--- src/rtl/multiword_div_by_word_if.sv ---
// Handshake bundle for the multi-word by single-word long divider.
// The master modport is the operand/result side; the slave modport is the divider.
interface multiword_div_by_word_if #(
    parameter int DATA_WIDTH = 32
);
    logic                  start;
    logic [DATA_WIDTH-1:0] divisor;
    logic                  in_valid;
    logic [DATA_WIDTH-1:0] in_data;
    logic                  in_ready;
    logic                  out_valid;
    logic [DATA_WIDTH-1:0] out_data;
    logic                  out_ready;
    logic [DATA_WIDTH-1:0] remainder;
    logic                  busy;
    logic                  done;
    logic                  err;

    modport master (
        output start, divisor, in_valid, in_data, out_ready,
        input  in_ready, out_valid, out_data, remainder, busy, done, err
    );

    modport slave (
        input  start, divisor, in_valid, in_data, out_ready,
        output in_ready, out_valid, out_data, remainder, busy, done, err
    );
endinterface

--- src/rtl/multiword_div_by_word.sv ---
// Sequential long divider: NUM_WORDS-word dividend (MSW first) / one-word divisor, one quotient bit per cycle.
// Optional macro DIVZERO_CHECK_EN: a zero divisor ends the operation at once with err set.
module multiword_div_by_word #(
    parameter int DATA_WIDTH = 32,
    parameter int NUM_WORDS  = 32
) (
    input  logic                    clk,
    input  logic                    reset,
    multiword_div_by_word_if.slave  bus
);

    localparam int WCW = (NUM_WORDS > 1) ? $clog2(NUM_WORDS) : 1;
    localparam int BCW = $clog2(DATA_WIDTH + 1);

    typedef enum logic [2:0] {
        S_IDLE,
        S_LOAD,
        S_CALC,
        S_OUT,
        S_DONE
    } state_t;

    state_t state, state_nxt;

    logic [DATA_WIDTH-1:0] d_q;
    logic [DATA_WIDTH-1:0] a_q;
    logic [DATA_WIDTH-1:0] r_q;
    logic [DATA_WIDTH-1:0] q_q;
    logic [DATA_WIDTH-1:0] rem_q;
    logic [WCW-1:0]        word_cnt;
    logic [BCW-1:0]        bit_cnt;

    logic [DATA_WIDTH:0]   t;
    logic [DATA_WIDTH-1:0] diff;
    logic                  ge;
    logic                  last_bit;
    logic                  last_word;

    // Shift window: running remainder with the next dividend bit appended.
    always_comb begin
        t         = {r_q, a_q[DATA_WIDTH-1]};
        ge        = (t >= {1'b0, d_q});
        diff      = t[DATA_WIDTH-1:0] - d_q;
        last_bit  = (bit_cnt == BCW'(DATA_WIDTH - 1));
        last_word = (word_cnt == WCW'(NUM_WORDS - 1));
    end

    // NOTE: state and datapath registers use non-blocking assignments so every
    // flop samples pre-edge values regardless of statement order.
    always_ff @(posedge clk or posedge reset) begin
        if (reset) state <= S_IDLE;
        else       state <= state_nxt;
    end

    always_comb begin
        state_nxt = state;
        unique case (state)
            S_IDLE: begin
                if (bus.start) begin
`ifdef DIVZERO_CHECK_EN
                    state_nxt = (bus.divisor == '0) ? S_DONE : S_LOAD;
`else
                    state_nxt = S_LOAD;
`endif
                end
            end
            S_LOAD: if (bus.in_valid)  state_nxt = S_CALC;
            S_CALC: if (last_bit)      state_nxt = S_OUT;
            S_OUT:  if (bus.out_ready) state_nxt = last_word ? S_DONE : S_LOAD;
            S_DONE:                    state_nxt = S_IDLE;
            default:                   state_nxt = S_IDLE;
        endcase
    end

    // NOTE: every datapath register is reset, since out_data and remainder are
    // visible ports that must read zero after reset.
    always_ff @(posedge clk or posedge reset) begin
        if (reset) begin
            d_q      <= '0;
            a_q      <= '0;
            r_q      <= '0;
            q_q      <= '0;
            rem_q    <= '0;
            word_cnt <= '0;
            bit_cnt  <= '0;
        end else begin
            unique case (state)
                S_IDLE: begin
                    if (bus.start) begin
                        d_q      <= bus.divisor;
                        r_q      <= '0;
                        rem_q    <= '0;
                        word_cnt <= '0;
                    end
                end
                S_LOAD: begin
                    if (bus.in_valid) begin
                        a_q     <= bus.in_data;
                        bit_cnt <= '0;
                    end
                end
                S_CALC: begin
                    // A zero divisor always "fits", so r tracks the low bits of the window.
                    r_q     <= ge ? diff : t[DATA_WIDTH-1:0];
                    q_q     <= DATA_WIDTH'({q_q, ge});
                    a_q     <= a_q << 1;
                    bit_cnt <= bit_cnt + BCW'(1);
                end
                S_OUT: begin
                    if (bus.out_ready) begin
                        word_cnt <= word_cnt + WCW'(1);
                        if (last_word) rem_q <= r_q;
                    end
                end
                default: ;
            endcase
        end
    end

`ifdef DIVZERO_CHECK_EN
    logic err_q;

    // Sticky until the next accepted start re-evaluates the divisor.
    always_ff @(posedge clk or posedge reset) begin
        if (reset)                           err_q <= 1'b0;
        else if (state == S_IDLE && bus.start) err_q <= (bus.divisor == '0);
    end

    assign bus.err = err_q;
`else
    assign bus.err = 1'b0;
`endif

    assign bus.in_ready  = (state == S_LOAD);
    assign bus.out_valid = (state == S_OUT);
    assign bus.out_data  = q_q;
    assign bus.remainder = rem_q;
    assign bus.busy      = (state != S_IDLE);
    assign bus.done      = (state == S_DONE);

endmodule

--- src/flat_wrapper.sv ---
// flat-port wrapper written by rule: the top's interface ports become plain ports
module multiword_div_by_word_flat 
#(
    parameter int DATA_WIDTH = 32,
    parameter int NUM_WORDS  = 32
)
  (clk, reset, bus_start, bus_divisor, bus_in_valid, bus_in_data, bus_out_ready, bus_in_ready, bus_out_valid, bus_out_data, bus_remainder, bus_busy, bus_done, bus_err);
  multiword_div_by_word_if #(.DATA_WIDTH(DATA_WIDTH)) bus_i ();
  input  logic clk;
  input  logic reset;
  input wire logic [$bits(bus_i.start)-1:0] bus_start;
  input wire logic [$bits(bus_i.divisor)-1:0] bus_divisor;
  input wire logic [$bits(bus_i.in_valid)-1:0] bus_in_valid;
  input wire logic [$bits(bus_i.in_data)-1:0] bus_in_data;
  input wire logic [$bits(bus_i.out_ready)-1:0] bus_out_ready;
  output wire logic [$bits(bus_i.in_ready)-1:0] bus_in_ready;
  output wire logic [$bits(bus_i.out_valid)-1:0] bus_out_valid;
  output wire logic [$bits(bus_i.out_data)-1:0] bus_out_data;
  output wire logic [$bits(bus_i.remainder)-1:0] bus_remainder;
  output wire logic [$bits(bus_i.busy)-1:0] bus_busy;
  output wire logic [$bits(bus_i.done)-1:0] bus_done;
  output wire logic [$bits(bus_i.err)-1:0] bus_err;
  assign bus_i.start = bus_start;
  assign bus_i.divisor = bus_divisor;
  assign bus_i.in_valid = bus_in_valid;
  assign bus_i.in_data = bus_in_data;
  assign bus_i.out_ready = bus_out_ready;
  assign bus_in_ready = bus_i.in_ready;
  assign bus_out_valid = bus_i.out_valid;
  assign bus_out_data = bus_i.out_data;
  assign bus_remainder = bus_i.remainder;
  assign bus_busy = bus_i.busy;
  assign bus_done = bus_i.done;
  assign bus_err = bus_i.err;
  multiword_div_by_word #(.DATA_WIDTH(DATA_WIDTH), .NUM_WORDS(NUM_WORDS)) u_core (.clk(clk), .reset(reset), .bus(bus_i));
endmodule
--- config.mk ---
export PLATFORM = sky130hd
export DESIGN_NAME = multiword_div_by_word_flat
export DESIGN_NICKNAME = d
export VERILOG_FILES = /design/src/rtl/multiword_div_by_word_if.sv /design/src/rtl/multiword_div_by_word.sv /design/src/flat_wrapper.sv
export SDC_FILE = /design/constraint.sdc
export NUM_CORES = 1
export LEC_CHECK = 0
export ABC_AREA = 1
export CAP_MARGIN = 10
export CORE_MARGIN = 3
export CORE_UTILIZATION = 46
export DETAILED_ROUTE_END_ITERATION = 8
export GPL_ROUTABILITY_DRIVEN = 1
export PLACE_DENSITY = 0.7
export SLEW_MARGIN = 20
export SYNTH_ARGS = -nofsm -noshare
export SYNTH_HDL_FRONTEND = slang
export SYNTH_SLANG_ARGS = --single-unit
--- constraint.sdc ---
create_clock -name clk -period 8.1 [get_ports clk]
set_input_delay 0.81 -clock clk [delete_from_list [all_inputs] [get_ports clk]]
set_output_delay 0.81 -clock clk [all_outputs]
set_load 0.05 [all_outputs]
==> out/metrics.yaml <==
yosys:
  synthMuxAreaShare: 0
  syn_area_sq_um: 10200
  synth_top_family_by_area: "simple AND/OR/NAND/NOR gates"
  netlist_instances: 1421
  synth_cell_types: 37
  syn_area_per_cell_sq_um: 7.14
  synthFlopType: "dfrtp_1"
  yosys.area_share.xor_xnor: 0.0121
  yosys.area_share.adder: 0.0451
  yosysSeqAreaShare: 0.429
  synth_compound_area_frac: 0.0916
  ys_async_sr_fraction: 1.00
  yosys_register_bits: 174
  synthSimpleGateAreaFrac: 0.310
  ys_warn_count: 0
  synth_edf_count: 0
  syn-num-nets: 1526
clock_network:
  root_buffer: "clkbuf_16"
  htree_levels: 4
  cts_max_path_buffers: 2
  cts_made_buffers: 17
  cts-resized-gates: 0
  cts_hold_buffers: 0
  cts_setup_buffers: 0
  cts_tree: "done"
  insertion_delay_ns: 0.44
  clk_pin_slew_worst_paths_ns: 0.08
  cts_sinks: 174
worst_setup_path:
  crit_path_end_kind: "register"
  reg2reg_slack_ns: 5.09
  cp_max_fo: 33
  critPathKind: "reg2reg"
  r2r_start: "u_core.r_q[18]$_DFFE_PP0P_"
  required_ns: 8.48
  r2r_end: "u_core.r_q[26]$_DFFE_PP0P_"
  cp.arrival_ns: 3.39
  reg2reg_depth: 14
  start_kind: "register"
placed_design:
  place_ws_ns: 5.21
  place_congestion: 0.958
  io_buffers: 136
  hpwl_um: 17800
pwr:
  comb_power_share: 0.618
  intPower_w: 0.00289
  pwr-share-clk: 0.138
  p_leak_nw: 6.32
  p_total_w: 0.00600
  switching_share: 0.519
  p_switching_w: 0.00311
  power_density_nw_per_um2: 488
  seq_power_share: 0.243
  irDropWorstVdd_mv: 0.242
grt:
  antenna_found_initial: 0
  grt_remaining_overflow: 0
  grt_pass1_vias: 8933
  grt_max_degree: 98
  grt_usage: 0.221
  grt_pass1_wl_um: 43500
route:
  drtPass1Iterations: 6
  drtAntennaViolNets: 0
  num_vias: 9049
  drc_errors: 0
  via_per_inst: 4.97
  wirelength_um: 25300
  avgRoutedWirePerCell_um: 13.9
  first_iter_violations: 512
die:
  die_h_um: 155
  die_area_sq_um: 23900
  rows: 53
  core_area_sq_um: 21400
  top_level_ports: 138
  start_util: 0.475
  dieWidth_um: 155
timing:
  report.final.hold_viol_count: 0
  rsz0062_at_grt: "false"
  setup_slack_ns: 5.09
  max_freq_mhz: 332
  drv_slew: 0
  finalSetupTns_ns: 0
  min_period_over_period: 0.372
  min_period_ns: 3.01
  worst_slew_pin_slew_ns: 0.945
  clock_skew_ns: 0.0129
  relSlewSlack: 0.369
  setup_violations: 0
  hold_ws_ns: 0.484
run_status:
  run_status: "finished clean"
final_layout:
  area_delta_synth_final_pct: 21.2
  layout.nets: 1638
  drive_gt1_frac: 0.0440
  antennaDiodeCount: 0
min_path:
  hp-start: "u_core.bus.out_data[31]$_DFFE_PP0P_"
  hold_end: "u_core.bus.out_data[31]$_DFFE_PP0P_"
  hold_path_depth: 2
  min_path_type: "reg2reg"
job:
  maxCapViolations: 0
## synthesized netlist by cell type (2+ instances only)
master | count | area [sq um]
xnor2_1 | 14 | 123
nand2_2 | 4 | 25.0
nand3_2 | 2 | 20.0
buf_6 | 3 | 33.8
nor2_1 | 46 | 173
buf_2 | 17 | 85.1
dfrtp_1 | 174 | 4350
nand3_1 | 102 | 510
nand3b_1 | 34 | 255
or2_2 | 2 | 12.5
buf_1 | 5 | 18.8
inv_2 | 5 | 18.8
nor3_2 | 2 | 20.0
ha_1 | 35 | 438
a21oi_1 | 23 | 115
inv_1 | 231 | 867
nor3_1 | 8 | 40.0
o21ai_0 | 100 | 500
o21ai_1 | 9 | 45.0
nor2_4 | 2 | 22.5
and2_1 | 3 | 18.8
nand2_1 | 524 | 1970
nand4_1 | 4 | 25.0
clkbuf_1 | 26 | 97.6
nor2_2 | 5 | 31.3
o211ai_1 | 30 | 225
## state kept, by name, summed over array words and instances (netlist names)
register	cells
u_core.a_q	32
u_core.bit_cnt	6
u_core.bus.out_data	32
u_core.bus.remainder	32
u_core.d_q	32
u_core.r_q	32
u_core.state	3
u_core.word_cnt	5
## power groups by stage
stage               clock (W)  combinational, W  sequential (W)
finish               0.000831           0.00371         0.00146
global route         0.000885           0.00421         0.00151
CTS                  0.000849           0.00372         0.00146
detailed placement          0           0.00369         0.00147
global placement            0           0.00365         0.00147
floorplan                   0           0.00245         0.00180
## cell families (layout without fill, tap and decap cells)
kind of cell	after synthesis	in the layout
adder cells (fa/ha/maj)	36	36
AND/OR/NAND/NOR	740	740
buffers and inverters	289	414
flip-flops	174	174
XOR/XNOR	14	14
other	1	1
AO/OA/AOI/OAI	167	167
## cell usage in the layout, fill, tap and decap left out, types with 3 or more instances in the layout
| master | Yosys | layout |
|---|---|---|
| xnor2_1 | 14 | 14 |
| ha_1 | 35 | 35 |
| nor2_4 | 2 | 4 |
| inv_1 | 231 | 230 |
| o211ai_1 | 30 | 30 |
| and2_1 | 3 | 3 |
| a21oi_1 | 23 | 23 |
| inv_6 | 0 | 3 |
| buf_4 | 1 | 10 |
| o21ai_1 | 9 | 9 |
| inv_8 | 0 | 6 |
| nor3_1 | 8 | 8 |
| dfrtp_1 | 174 | 174 |
| nand2_2 | 4 | 4 |
| nand3_1 | 102 | 102 |
| nand2_1 | 524 | 524 |
| clkbuf_16 | 0 | 17 |
| clkinv_8 | 0 | 4 |
| nor2_2 | 5 | 4 |
| nand3b_1 | 34 | 34 |
| nand4_1 | 4 | 4 |
| o21ai_0 | 100 | 100 |
| inv_2 | 5 | 5 |
| clkdlybuf4s50_1 | 0 | 136 |
| nor2_1 | 46 | 45 |
## worst max-delay path, stage by stage, from the launching register on
cell and delay, ns:
dfrtp_1 0.42, ha_1 0.37, nand2_1 0.16, inv_1 0.06, nand2_1 0.06, nand2_1 0.06, nand2_1 0.06, nand2_1 0.06
nand2_1 0.07, nand3_2 0.08, nor2_4 0.73, nand2_4 0.42, nand2_1 0.22, nand3_1 0.09, nand2_1 0.07
## worst max path at each step
stage                           startpoint                         end  slack (ns)  cells after the start
3_3_place_gp    u_core.r_q[26]$_DFFE_PP0P_  u_core.r_q[16]$_DFFE_PP0P_        5.25                     12
2_1_floorplan                        reset   u_core.a_q[0]$_DFFE_PP0P_        2.57                      1
6_report        u_core.r_q[18]$_DFFE_PP0P_  u_core.r_q[26]$_DFFE_PP0P_        5.09                     14
5_1_grt         u_core.r_q[22]$_DFFE_PP0P_  u_core.r_q[13]$_DFFE_PP0P_        4.82                     14
3_5_place_dp    u_core.r_q[22]$_DFFE_PP0P_  u_core.r_q[27]$_DFFE_PP0P_        5.21                     12
4_1_cts        u_core.state[2]$_DFFE_PP0P_               bus_out_valid        5.10                      4
## stage by stage
| stage | utilization | std cells | instance area [sq um] |
|---|---|---|---|
| after floorplan | - | 1421 | 10200 |
| after global placement | 0.548 | 1789 | 11700 |
| after detailed placement | 0.548 | 1789 | 11700 |
| after CTS | 0.576 | 1821 | 12300 |
| after global routing | 0.576 | 1821 | 12300 |
| final | 0.576 | 1821 | 12300 |
## cell type report
class,count,area (sq um)
fillers,2066,9050
well taps,275,344
clock inverters,14,168
multi-input cells,958,4680
clock buffers,18,429
flip-flops and latches,174,4350
repair buffers,146,1440
inverters,236,891
## metal layers
layer | track usage | vias up | routed length [um]
li1 | - | 4633 | -
met1 | 0.303 | 4158 | 12100
met2 | 0.350 | 224 | 11200
met3 | 0.0520 | 34 | 1530
met4 | 0.0673 | 0 | 502
met5 | 0 | - | 0
(Power assumes the default switching activity.)
